`config.mk`:
```
export PLATFORM = sky130hd
export DESIGN_NAME = dual_lane_deser_flat
export DESIGN_NICKNAME = d
export VERILOG_FILES = /design/src/rtl/dual_lane_deser_if.sv /design/src/rtl/dual_lane_deser.sv /design/src/flat_wrapper.sv
export SDC_FILE = /design/constraint.sdc
export NUM_CORES = 1
export LEC_CHECK = 0
export CAP_MARGIN = 30
export CORE_ASPECT_RATIO = 0.7
export CORE_MARGIN = 4
export CORE_UTILIZATION = 40
export CTS_BUF_LIST = sky130_fd_sc_hd__clkbuf_4 sky130_fd_sc_hd__clkbuf_8
export CTS_CLUSTER_SIZE = 24
export DETAILED_ROUTE_END_ITERATION = 10
export MAX_ROUTING_LAYER = met4
export SKIP_LAST_GASP = 1
export SLEW_MARGIN = 40
export SYNTH_ARGS = -nofsm -noshare
export SYNTH_HDL_FRONTEND = slang
export SYNTH_SLANG_ARGS = --single-unit
export TNS_END_PERCENT = 10
```
`constraint.sdc`:
```
create_clock -name clk -period 3.9 [get_ports clk]
set_clock_uncertainty 0.1 [all_clocks]
set_input_delay 0.585 -clock clk [delete_from_list [all_inputs] [get_ports clk]]
set_output_delay 0.585 -clock clk [all_outputs]
set_load 0.02 [all_outputs]
```
`src/rtl/dual_lane_deser_if.sv`:
```
// Dual-lane deserializer bus interface.
// Groups the upstream sample lanes, the byte output handshake and the
// overflow flag/clear.
//   master : upstream producer + downstream consumer side (drives samples, out_rdy, ovf_clr)
//   slave  : the deserializer (drives out_vld, out_data, ovf)
interface dual_lane_deser_if;
  logic       lane1_in;
  logic       lane2_in;
  logic       in_vld;
  logic       align;
  logic       out_vld;
  logic       out_rdy;
  logic [7:0] out_data;
  logic       ovf;
  logic       ovf_clr;

  modport master (
    output lane1_in, lane2_in, in_vld, align, out_rdy, ovf_clr,
    input  out_vld, out_data, ovf
  );

  modport slave (
    input  lane1_in, lane2_in, in_vld, align, out_rdy, ovf_clr,
    output out_vld, out_data, ovf
  );
endinterface

```
`src/rtl/dual_lane_deser.sv`:
```
// Dual-lane deserializer: packs 2-bit samples (lane1 -> even bit, lane2 -> odd
// bit, LSB first) into bytes and queues them in a DEPTH-entry in-order FIFO
// with a registered head output and a sticky overflow flag.
// Ports:
//   clk, rst_n      : clock, asynchronous active-low reset
//   bus (slave)     : lane1_in, lane2_in, in_vld, align, out_vld, out_rdy,
//                     out_data[7:0], ovf, ovf_clr
//   word_cnt        : delivered-byte counter, present only when the macro
//                     DUAL_LANE_DESER_CNT_EN is defined
module dual_lane_deser #(
  parameter int unsigned DEPTH = 4,
  parameter int unsigned CNT_W = 16
) (
  input  logic                 clk,
  input  logic                 rst_n,
  dual_lane_deser_if.slave     bus
`ifdef DUAL_LANE_DESER_CNT_EN
  ,
  output logic [CNT_W-1:0]     word_cnt
`endif
);

  localparam int unsigned IDX_W = $clog2(DEPTH);
  localparam int unsigned PTR_W = IDX_W + 1;

  typedef enum logic {IDLE, COLLECT} state_e;

  state_e             state_q, state_d;
  logic [1:0]         cnt_q, cnt_d;
  logic [7:0]         part_q, part_d;
  logic [PTR_W-1:0]   wr_ptr_q, wr_ptr_d;
  logic [PTR_W-1:0]   rd_ptr_q, rd_ptr_d;
  logic               out_vld_q, out_vld_d;
  logic [7:0]         out_data_q, out_data_d;
  logic               ovf_q, ovf_d;
  logic [7:0]         mem_q [DEPTH];

  logic [1:0]         idx;
  logic               push_req;
  logic [7:0]         push_byte;
  logic               full, empty, pop, push_ok, ovf_set;
  logic [IDX_W-1:0]   wr_idx, rd_idx_d;

  // Byte assembler: align or an empty assembler restarts at sample 0.
  always_comb begin
    state_d   = state_q;
    cnt_d     = cnt_q;
    part_d    = part_q;
    idx       = 2'd0;
    push_req  = 1'b0;
    push_byte = part_q;
    if (bus.in_vld) begin
      if (bus.align || state_q == IDLE) begin
        idx    = 2'd0;
        part_d = 8'h00;
      end else begin
        idx = cnt_q;
      end
      part_d[{idx, 1'b0}] = bus.lane1_in;
      part_d[{idx, 1'b1}] = bus.lane2_in;
      if (idx == 2'd3) begin
        push_req  = 1'b1;
        push_byte = part_d;
        state_d   = IDLE;
        cnt_d     = 2'd0;
        part_d    = 8'h00;
      end else begin
        state_d = COLLECT;
        cnt_d   = 2'(idx + 2'd1);
      end
    end
  end

  // FIFO control; a full FIFO still accepts a push when a pop frees a slot.
  always_comb begin
    empty    = (wr_ptr_q == rd_ptr_q);
    full     = (wr_ptr_q[IDX_W-1:0] == rd_ptr_q[IDX_W-1:0]) &&
               (wr_ptr_q[PTR_W-1] != rd_ptr_q[PTR_W-1]);
    pop      = !empty && bus.out_rdy;
    push_ok  = push_req && (!full || pop);
    ovf_set  = push_req && full && !pop;
    wr_ptr_d = wr_ptr_q + PTR_W'(push_ok);
    rd_ptr_d = rd_ptr_q + PTR_W'(pop);
    wr_idx   = wr_ptr_q[IDX_W-1:0];
    rd_idx_d = rd_ptr_d[IDX_W-1:0];
    out_vld_d = (wr_ptr_d != rd_ptr_d);
    // Next head is the byte being written when it lands in the head slot.
    out_data_d = (push_ok && wr_idx == rd_idx_d) ? push_byte : mem_q[rd_idx_d];
    // Set wins over a coincident clear.
    ovf_d = ovf_set ? 1'b1 : (bus.ovf_clr ? 1'b0 : ovf_q);
  end

  // State registers.
  always_ff @(posedge clk or negedge rst_n) begin
    if (!rst_n) begin
      state_q    <= IDLE;
      cnt_q      <= 2'd0;
      part_q     <= 8'h00;
      wr_ptr_q   <= '0;
      rd_ptr_q   <= '0;
      out_vld_q  <= 1'b0;
      out_data_q <= 8'h00;
      ovf_q      <= 1'b0;
    end else begin
      state_q    <= state_d;
      cnt_q      <= cnt_d;
      part_q     <= part_d;
      wr_ptr_q   <= wr_ptr_d;
      rd_ptr_q   <= rd_ptr_d;
      out_vld_q  <= out_vld_d;
      out_data_q <= out_data_d;
      ovf_q      <= ovf_d;
    end
  end

  // FIFO storage; contents are qualified by the pointers, so no reset.
  always_ff @(posedge clk) begin
    if (push_ok) mem_q[wr_idx] <= push_byte;
  end

  assign bus.out_vld  = out_vld_q;
  assign bus.out_data = out_data_q;
  assign bus.ovf      = ovf_q;

`ifdef DUAL_LANE_DESER_CNT_EN
  logic [CNT_W-1:0] word_cnt_q, word_cnt_d;

  // Delivered-byte counter, wraps naturally.
  always_comb begin
    word_cnt_d = word_cnt_q + CNT_W'(pop);
  end

  always_ff @(posedge clk or negedge rst_n) begin
    if (!rst_n) word_cnt_q <= '0;
    else        word_cnt_q <= word_cnt_d;
  end

  assign word_cnt = word_cnt_q;
`endif

endmodule
```
`src/flat_wrapper.sv`:
```
// flat-port wrapper written by rule: the top's interface ports become plain ports
module dual_lane_deser_flat 
#(
  parameter int unsigned DEPTH = 4,
  parameter int unsigned CNT_W = 16
)
  (clk, rst_n, bus_lane1_in, bus_lane2_in, bus_in_vld, bus_align, bus_out_rdy, bus_ovf_clr, bus_out_vld, bus_out_data, bus_ovf);
  dual_lane_deser_if bus_i ();
  input  logic clk;
  input  logic rst_n;
  input wire logic [$bits(bus_i.lane1_in)-1:0] bus_lane1_in;
  input wire logic [$bits(bus_i.lane2_in)-1:0] bus_lane2_in;
  input wire logic [$bits(bus_i.in_vld)-1:0] bus_in_vld;
  input wire logic [$bits(bus_i.align)-1:0] bus_align;
  input wire logic [$bits(bus_i.out_rdy)-1:0] bus_out_rdy;
  input wire logic [$bits(bus_i.ovf_clr)-1:0] bus_ovf_clr;
  output wire logic [$bits(bus_i.out_vld)-1:0] bus_out_vld;
  output wire logic [$bits(bus_i.out_data)-1:0] bus_out_data;
  output wire logic [$bits(bus_i.ovf)-1:0] bus_ovf;
  assign bus_i.lane1_in = bus_lane1_in;
  assign bus_i.lane2_in = bus_lane2_in;
  assign bus_i.in_vld = bus_in_vld;
  assign bus_i.align = bus_align;
  assign bus_i.out_rdy = bus_out_rdy;
  assign bus_i.ovf_clr = bus_ovf_clr;
  assign bus_out_vld = bus_i.out_vld;
  assign bus_out_data = bus_i.out_data;
  assign bus_ovf = bus_i.ovf;
  dual_lane_deser #(.DEPTH(DEPTH), .CNT_W(CNT_W)) u_core (.clk(clk), .rst_n(rst_n), .bus(bus_i));
endmodule
```
==> impl_metrics.py, run 1 <==
metrics = {
    "power": {
        "p_per_area_nw_per_um2": 762,
        "share_comb_of_total_power": 0.361,
        "max-vdd-ir-drop_mv": 0.247,
        "leakage_component_of_the_power_nw": 1.19,
        "pwr-share-clk": 0.261,
        "power.switching_fraction": 0.316,
        "seq_power_share": 0.378,
        "power_report.internal_total_mw": 1.58,
        "switchingPower_mw": 0.733,
    },
    "finish": {
        "num-fill-cells": 513,
        "multi_input_area_um2": 836,
        "layout-drive-gt1-share": 0.217,
        "antenna_cells": 0,
        "seq_area_um2": 1640,
        "finish.utilization": 0.513,
        "layout.nets": 209,
        "post-route-cell-area_um2": 3040,
        "area_growth_pct": 19.8,
    },
    "sta": {
        "clock.fmax_ghz": 0.302,
        "period_needed_ns": 3.31,
        "drv_slew": 0,
        "period_share": 0.849,
        "grt_setup_unrepaired": "false",
        "finalWorstSetupSlack_ns": 0.588,
        "finalHoldViolations": 0,
        "timing.slew.headroom": 0.663,
        "setup-violations-final": 0,
        "worstMarginPinSlew_ns": 0.504,
        "setup-tns-final_ns": 0,
    },
    "floorplan": {
        "rows": 23,
        "die_width_um": 103,
        "die_area_um2": 7710,
        "floorplan.initialDensity": 0.428,
        "fp.dieH_um": 74.7,
        "io_pins": 18,
        "design.core.area_um2": 5930,
    },
    "detailed_routing": {
        "ant_nets": 0,
        "num_vias": 1454,
        "per_cell_routed_wire_length_um": 18.3,
        "number_of_drc_violations_after_detailed_routing_iteration_0": 89,
        "drt-pass1-iter-count": 4,
        "vias_per_cell": 5.33,
        "wire_length_after_detailed_routing_mm": 4.99,
        "route.detailed.drc": 0,
    },
    "yosys": {
        "synth_top_area_cell": "edfxtp_1",
        "syn_inst": 165,
        "yosys.area.top_type_share": 0.378,
        "syn-num-nets": 181,
        "post-synth-top-count-cell": "edfxtp_1",
        "synth.area.top_cells": "edfxtp_1, dfrtp_1, mux4_2",
        "area_of_the_mapped_netlist_um2": 2540,
        "synth_async_sr_flop_share": 0.458,
        "synth-edff-count": 32,
        "synth.yosys.seq_area_share": 0.644,
        "synth_top_flop_cell": "edfxtp_1",
        "synth-seq-cells": 59,
        "ys.warnings.count": 0,
        "synth.distinct_cells": 31,
        "synth.top_cells.by_count": "edfxtp_1, dfrtp_1, inv_1",
        "syn-mean-instance-area_um2": 15.4,
    },
    "clock_tree": {
        "clock_transition_at_the_registers_of_the_reported_paths_ns": 0.06,
        "clock-root-buffer": "clkbuf_8",
        "clock_latency_ns": 0.34,
        "cts_setup_buffers": 0,
        "postCtsHoldBufs": 0,
        "post_cts.resized_instances": 0,
        "tritoncts": "built",
        "clock-sinks": 59,
        "number_of_buffers_inserted_during_clock_tree_synthesis": 9,
        "cts_buffer_depth": 2,
        "htree_num_levels": 3,
    },
    "worst_setup_path": {
        "critPathRequiredTime_ns": 4.01,
        "crit_path_max_incr_delay_ns": 0.41,
        "cp_slowest_cell": "clkdlybuf4s50_1",
        "critical_path.endpoint_type": "register",
        "cp_cell_sequence": "clkdlybuf4s50_1 > nor2b_1 > and2_1 > ha_1 > and2_1 > o41ai_4 > inv_1 > ha_1 > ha_1 > xor2_1 > xor2_1 > or3_1",
        "data_arrival_at_the_endpoint_of_the_critical_path_ns": 3.43,
        "timing.critical_path.buf_inv": 2,
        "path_delay_family": "simple AND/OR/NAND/NOR gates",
        "critical_path_class": "primary input to register",
        "critPathLaunchType": "primary input",
        "crit_path_max_fanout": 10,
        "critical_path.most_common_cell": "ha_1",
    },
    "hold_path": {
        "min_path_type": "register to register",
    },
    "global_routing": {
        "grt_antenna_before_repair": 0,
        "largest_net_degree_at_the_start_of_global_routing": 28,
        "first_pass_grt_wire_length_mm": 8.14,
        "first_global_vias": 1568,
        "grt_overflow": 0,
        "gr-usage-all-layers": 0.154,
    },
    "placement": {
        "gpl.final_weighted_congestion": 0.884,
        "pre_cts_ws_ns": 0.273,
        "place.port_buffers": 17,
        "dp_hpwl_mm": 3.35,
        "postPlaceCellArea_um2": 2830,
    },
    "outcome": {
        "result_of_the_run": "completed",
    },
    "run": {
        "max-cap-violations": 0,
    },
}
[layer usage]
| metal | up-vias | GRT usage | routed length [µm] |
|---|---|---|---|
| li1 | 673 | - | - |
| met1 | 744 | 0.195 | 2290 |
| met2 | 33 | 0.232 | 2430 |
| met3 | 4 | 0.0639 | 238 |
| met4 | 0 | 0.0388 | 34 |
| met5 | - | - | 0 |
[cell families (layout without fill, tap and decap cells)]
kind of cell               Yosys count  in the layout  synth area share
muxes                               17             17             0.111
xor gates and xnor gates            10             10            0.0345
adders and majority gates            8              8            0.0394
and+or+nand+nor                     27             27            0.0586
AOI/OAI and AO/OA                   27             27            0.0857
DFF                                 59             59             0.644
buffers and inverters               17             50            0.0266
[power by group through the flow]
stage	clock network, mW	logic [mW]	registers [mW]
final	0.605	0.838	0.875
after global routing	0.654	0.920	0.886
after CTS	0.623	0.857	0.874
after detailed placement	0	0.853	0.885
after global placement	0	0.827	0.880
after floorplan	0	0.535	0.927
[registers in the layout, summed over array words and instances (netlist names)]
signal and flops:
u_core.wr_ptr_q 3, u_core.bus.ovf 1, u_core.part_q 8, u_core.bus.out_vld 1, u_core.cnt_q 2, u_core.rd_ptr_q 3
u_core.mem_q 32, u_core.state_q 1, u_core.bus.out_data 8
[final timing paths]
kind | start | to | slack, ns | cells past startpoint
worst min-delay path | u_core.bus.ovf$_DFFE_PN0P_ | u_core.bus.ovf$_DFFE_PN0P_ | 0.39 | 1
max in group asynchronous | rst_n | u_core.part_q[5]$_DFFE_PN0P_ | 2.89 | 2
worst max register to register | u_core.state_q$_DFFE_PN0P_ | u_core.bus.out_vld$_DFF_PN0_ | 0.87 | 11
min in group asynchronous | rst_n | u_core.bus.out_data[6]$_DFF_PN0_ | 0.53 | 2
worst min register to register | u_core.bus.ovf$_DFFE_PN0P_ | u_core.bus.ovf$_DFFE_PN0P_ | 0.39 | 1
worst max-delay path | bus_align | u_core.bus.out_vld$_DFF_PN0_ | 0.59 | 12
[stage by stage]
step                      instances  hold WS, ns  total power [mW]
after floorplan                 165        0.189              1.46
after global placement          257        0.389              1.71
after detailed placement        257        0.389              1.74
after CTS                       273        0.403              2.35
after global routing            273        0.411              2.46
final                           273        0.392              2.32
[area by class of cell]
| class | count | area share |
|---|---|---|
| Clock buffer | 11 | 0.0456 |
| Clock inverter | 5 | 0.0255 |
| Inverter | 10 | 0.0123 |
| Multi-Input combinational cell | 89 | 0.275 |
| Sequential cell | 59 | 0.538 |
| Tap cell | 75 | 0.0308 |
| Timing Repair Buffer | 24 | 0.0732 |
[cells in the final DEF (no fill, tap or decap)]
cell type,synthesis,routed
mux4_2,8,8
a32o_1,1,1
xor2_1,9,9
bufinv_16,0,2
clkinv_2,0,2
clkbuf_8,0,9
o22ai_1,6,6
o41ai_4,1,1
nor2_1,8,8
nor3_4,1,1
ha_1,8,8
dfrtp_1,27,27
or3_1,1,1
buf_4,0,7
a22o_1,6,6
clkinvlp_4,0,1
nor3b_1,2,2
a21boi_0,1,1
nand2_1,5,5
o21ai_0,3,3
nor2b_1,1,1
and3_1,2,2
a32oi_1,6,6
xnor2_1,1,1
inv_1,10,10
nand2b_1,2,2
mux2_2,9,9
and2_1,3,3
a21oi_1,3,3
clkdlybuf4s50_1,0,17
edfxtp_1,32,32
clkbuf_4,0,2
and3_2,1,1
nor3_1,1,1
(Power assumes the default switching activity.)
==> run 2: changes to the inputs <==
clock period = 3.1 ns   (was 3.9 ns; I/O delays follow)
==> impl_metrics.py, run 2 (synthesized netlist as in run 1, its figures left out) <==
metrics = {
    "worst_setup_path": {
        "critical_path.endpoint_type": "register",
        "r2r_setup_slack_ns": 0.40,
        "cp_cell_sequence": "xor2_1 > nor2_1 > a21boi_0 > ha_1 > buf_4 > mux4_2 > mux2_2",
        "critPathLaunchType": "register",
        "timing.critical_path.buf_inv": 1,
        "critical_path_class": "register to register",
        "crit_path_max_fanout": 8,
        "cp_slowest_cell": "mux4_2",
        "crit_path_max_incr_delay_ns": 0.52,
        "path_delay_family": "multiplexers",
        "data_arrival_at_the_endpoint_of_the_critical_path_ns": 2.81,
        "critPathRequiredTime_ns": 3.21,
    },
    "finish": {
        "seq_area_um2": 1640,
        "layout.nets": 214,
        "top_register": "u_core.mem_q",
        "post-route-cell-area_um2": 3090,
        "num-fill-cells": 502,
        "finish.utilization": 0.521,
        "max_reg_flops": 32,
        "layout-drive-gt1-share": 0.236,
        "area_growth_pct": 21.7,
        "layout.cells.most_common": "edfxtp_1",
        "multi_input_area_um2": 836,
        "antenna_cells": 0,
        "mostFrequentLayoutCells": "edfxtp_1, dfrtp_1, clkdlybuf4s50_1",
    },
    "clock_tree": {
        "clock_transition_at_the_registers_of_the_reported_paths_ns": 0.07,
        "number_of_buffers_inserted_during_clock_tree_synthesis": 9,
        "post_cts.resized_instances": 0,
        "clock-sinks": 59,
        "clock_latency_ns": 0.33,
        "clock-root-buffer": "clkbuf_8",
        "cts_buffer_depth": 2,
        "htree_num_levels": 3,
        "postCtsHoldBufs": 0,
        "cts_setup_buffers": 0,
        "tritoncts": "built",
    },
    "run": {
        "max-cap-violations": 0,
    },
    "sta": {
        "period_needed_ns": 2.70,
        "finalHoldViolations": 0,
        "period_share": 0.871,
        "finalWorstSetupSlack_ns": 0.400,
        "drv_slew": 0,
        "timing.slew.headroom": 0.712,
        "setup-tns-final_ns": 0,
        "grt_setup_unrepaired": "false",
        "worstMarginPinSlew_ns": 0.429,
        "setup-violations-final": 0,
        "clock.fmax_ghz": 0.370,
    },
    "global_routing": {
        "first_pass_grt_wire_length_mm": 7.88,
        "grt_antenna_before_repair": 0,
        "first_global_vias": 1529,
        "largest_net_degree_at_the_start_of_global_routing": 28,
        "gr-usage-all-layers": 0.145,
        "grt_overflow": 0,
    },
    "placement": {
        "dp_hpwl_mm": 3.27,
        "pre_cts_ws_ns": 0.0440,
        "gpl.final_weighted_congestion": 0.821,
        "postPlaceCellArea_um2": 2860,
        "place.port_buffers": 17,
    },
    "power": {
        "p_per_area_nw_per_um2": 952,
        "leakage_component_of_the_power_nw": 1.23,
        "max-vdd-ir-drop_mv": 0.308,
        "totalPowerFinal_mw": 2.94,
    },
    "floorplan": {
        "rows": 23,
        "die_width_um": 103,
        "floorplan.initialDensity": 0.428,
        "fp.dieH_um": 74.7,
        "io_pins": 18,
        "design.core.area_um2": 5930,
        "die_area_um2": 7710,
    },
    "detailed_routing": {
        "num_vias": 1454,
        "route.detailed.drc": 0,
        "wire_length_after_detailed_routing_mm": 4.72,
        "drt-pass1-iter-count": 4,
        "vias_per_cell": 5.23,
        "per_cell_routed_wire_length_um": 17.0,
        "number_of_drc_violations_after_detailed_routing_iteration_0": 55,
        "ant_nets": 0,
    },
    "hold_path": {
        "min_path_type": "register to register",
    },
    "outcome": {
        "result_of_the_run": "completed",
    },
}
[run 2: metal layers]
| metal | wire [µm] | global-route usage |
|---|---|---|
| met1 | 2230 | 0.186 |
| met2 | 2240 | 0.216 |
| met3 | 208 | 0.0556 |
| met4 | 40 | 0.0431 |
| met5 | 0 | - |
[run 2: metrics by stage]
stage | instances | hold slack (ns)
2_1_floorplan | 165 | 0.0694
3_3_place_gp | 262 | 0.377
3_5_place_dp | 262 | 0.388
4_1_cts | 278 | 0.403
5_1_grt | 278 | 0.422
6_report | 278 | 0.399
[run 2: layout make-up]
cell class                      count  share of cell area
Tap cell                           75              0.0304
Multi-Input combinational cell     89               0.270
Inverter                           10              0.0121
Clock buffer                       12              0.0494
Clock inverter                      4              0.0239
Sequential cell                    59               0.530
Timing Repair Buffer               29              0.0842
[run 2: report_power, final]
group / internal (mW) / switching, mW / leakage [nW]
sequential: 1.01 / 0.0928 / 0.617
clock: 0.493 / 0.291 / 0.117
combinational: 0.526 / 0.534 / 0.493
total: 2.02 / 0.918 / 1.23
[run 2: worst paths after layout]
kind,cells past startpoint,end,start
setup reg to reg,7,u_core.bus.out_data[3]$_DFF_PN0_,u_core.wr_ptr_q[1]$_DFF_PN0_
setup / recovery,7,u_core.bus.out_data[3]$_DFF_PN0_,u_core.wr_ptr_q[1]$_DFF_PN0_
min in group asynchronous,2,u_core.state_q$_DFFE_PN0P_,rst_n
hold reg to reg,1,u_core.cnt_q[1]$_DFFE_PN0P_,u_core.cnt_q[1]$_DFFE_PN0P_
hold / removal,1,u_core.cnt_q[1]$_DFFE_PN0P_,u_core.cnt_q[1]$_DFFE_PN0P_
max in group asynchronous,2,u_core.part_q[6]$_DFFE_PN0P_,rst_n
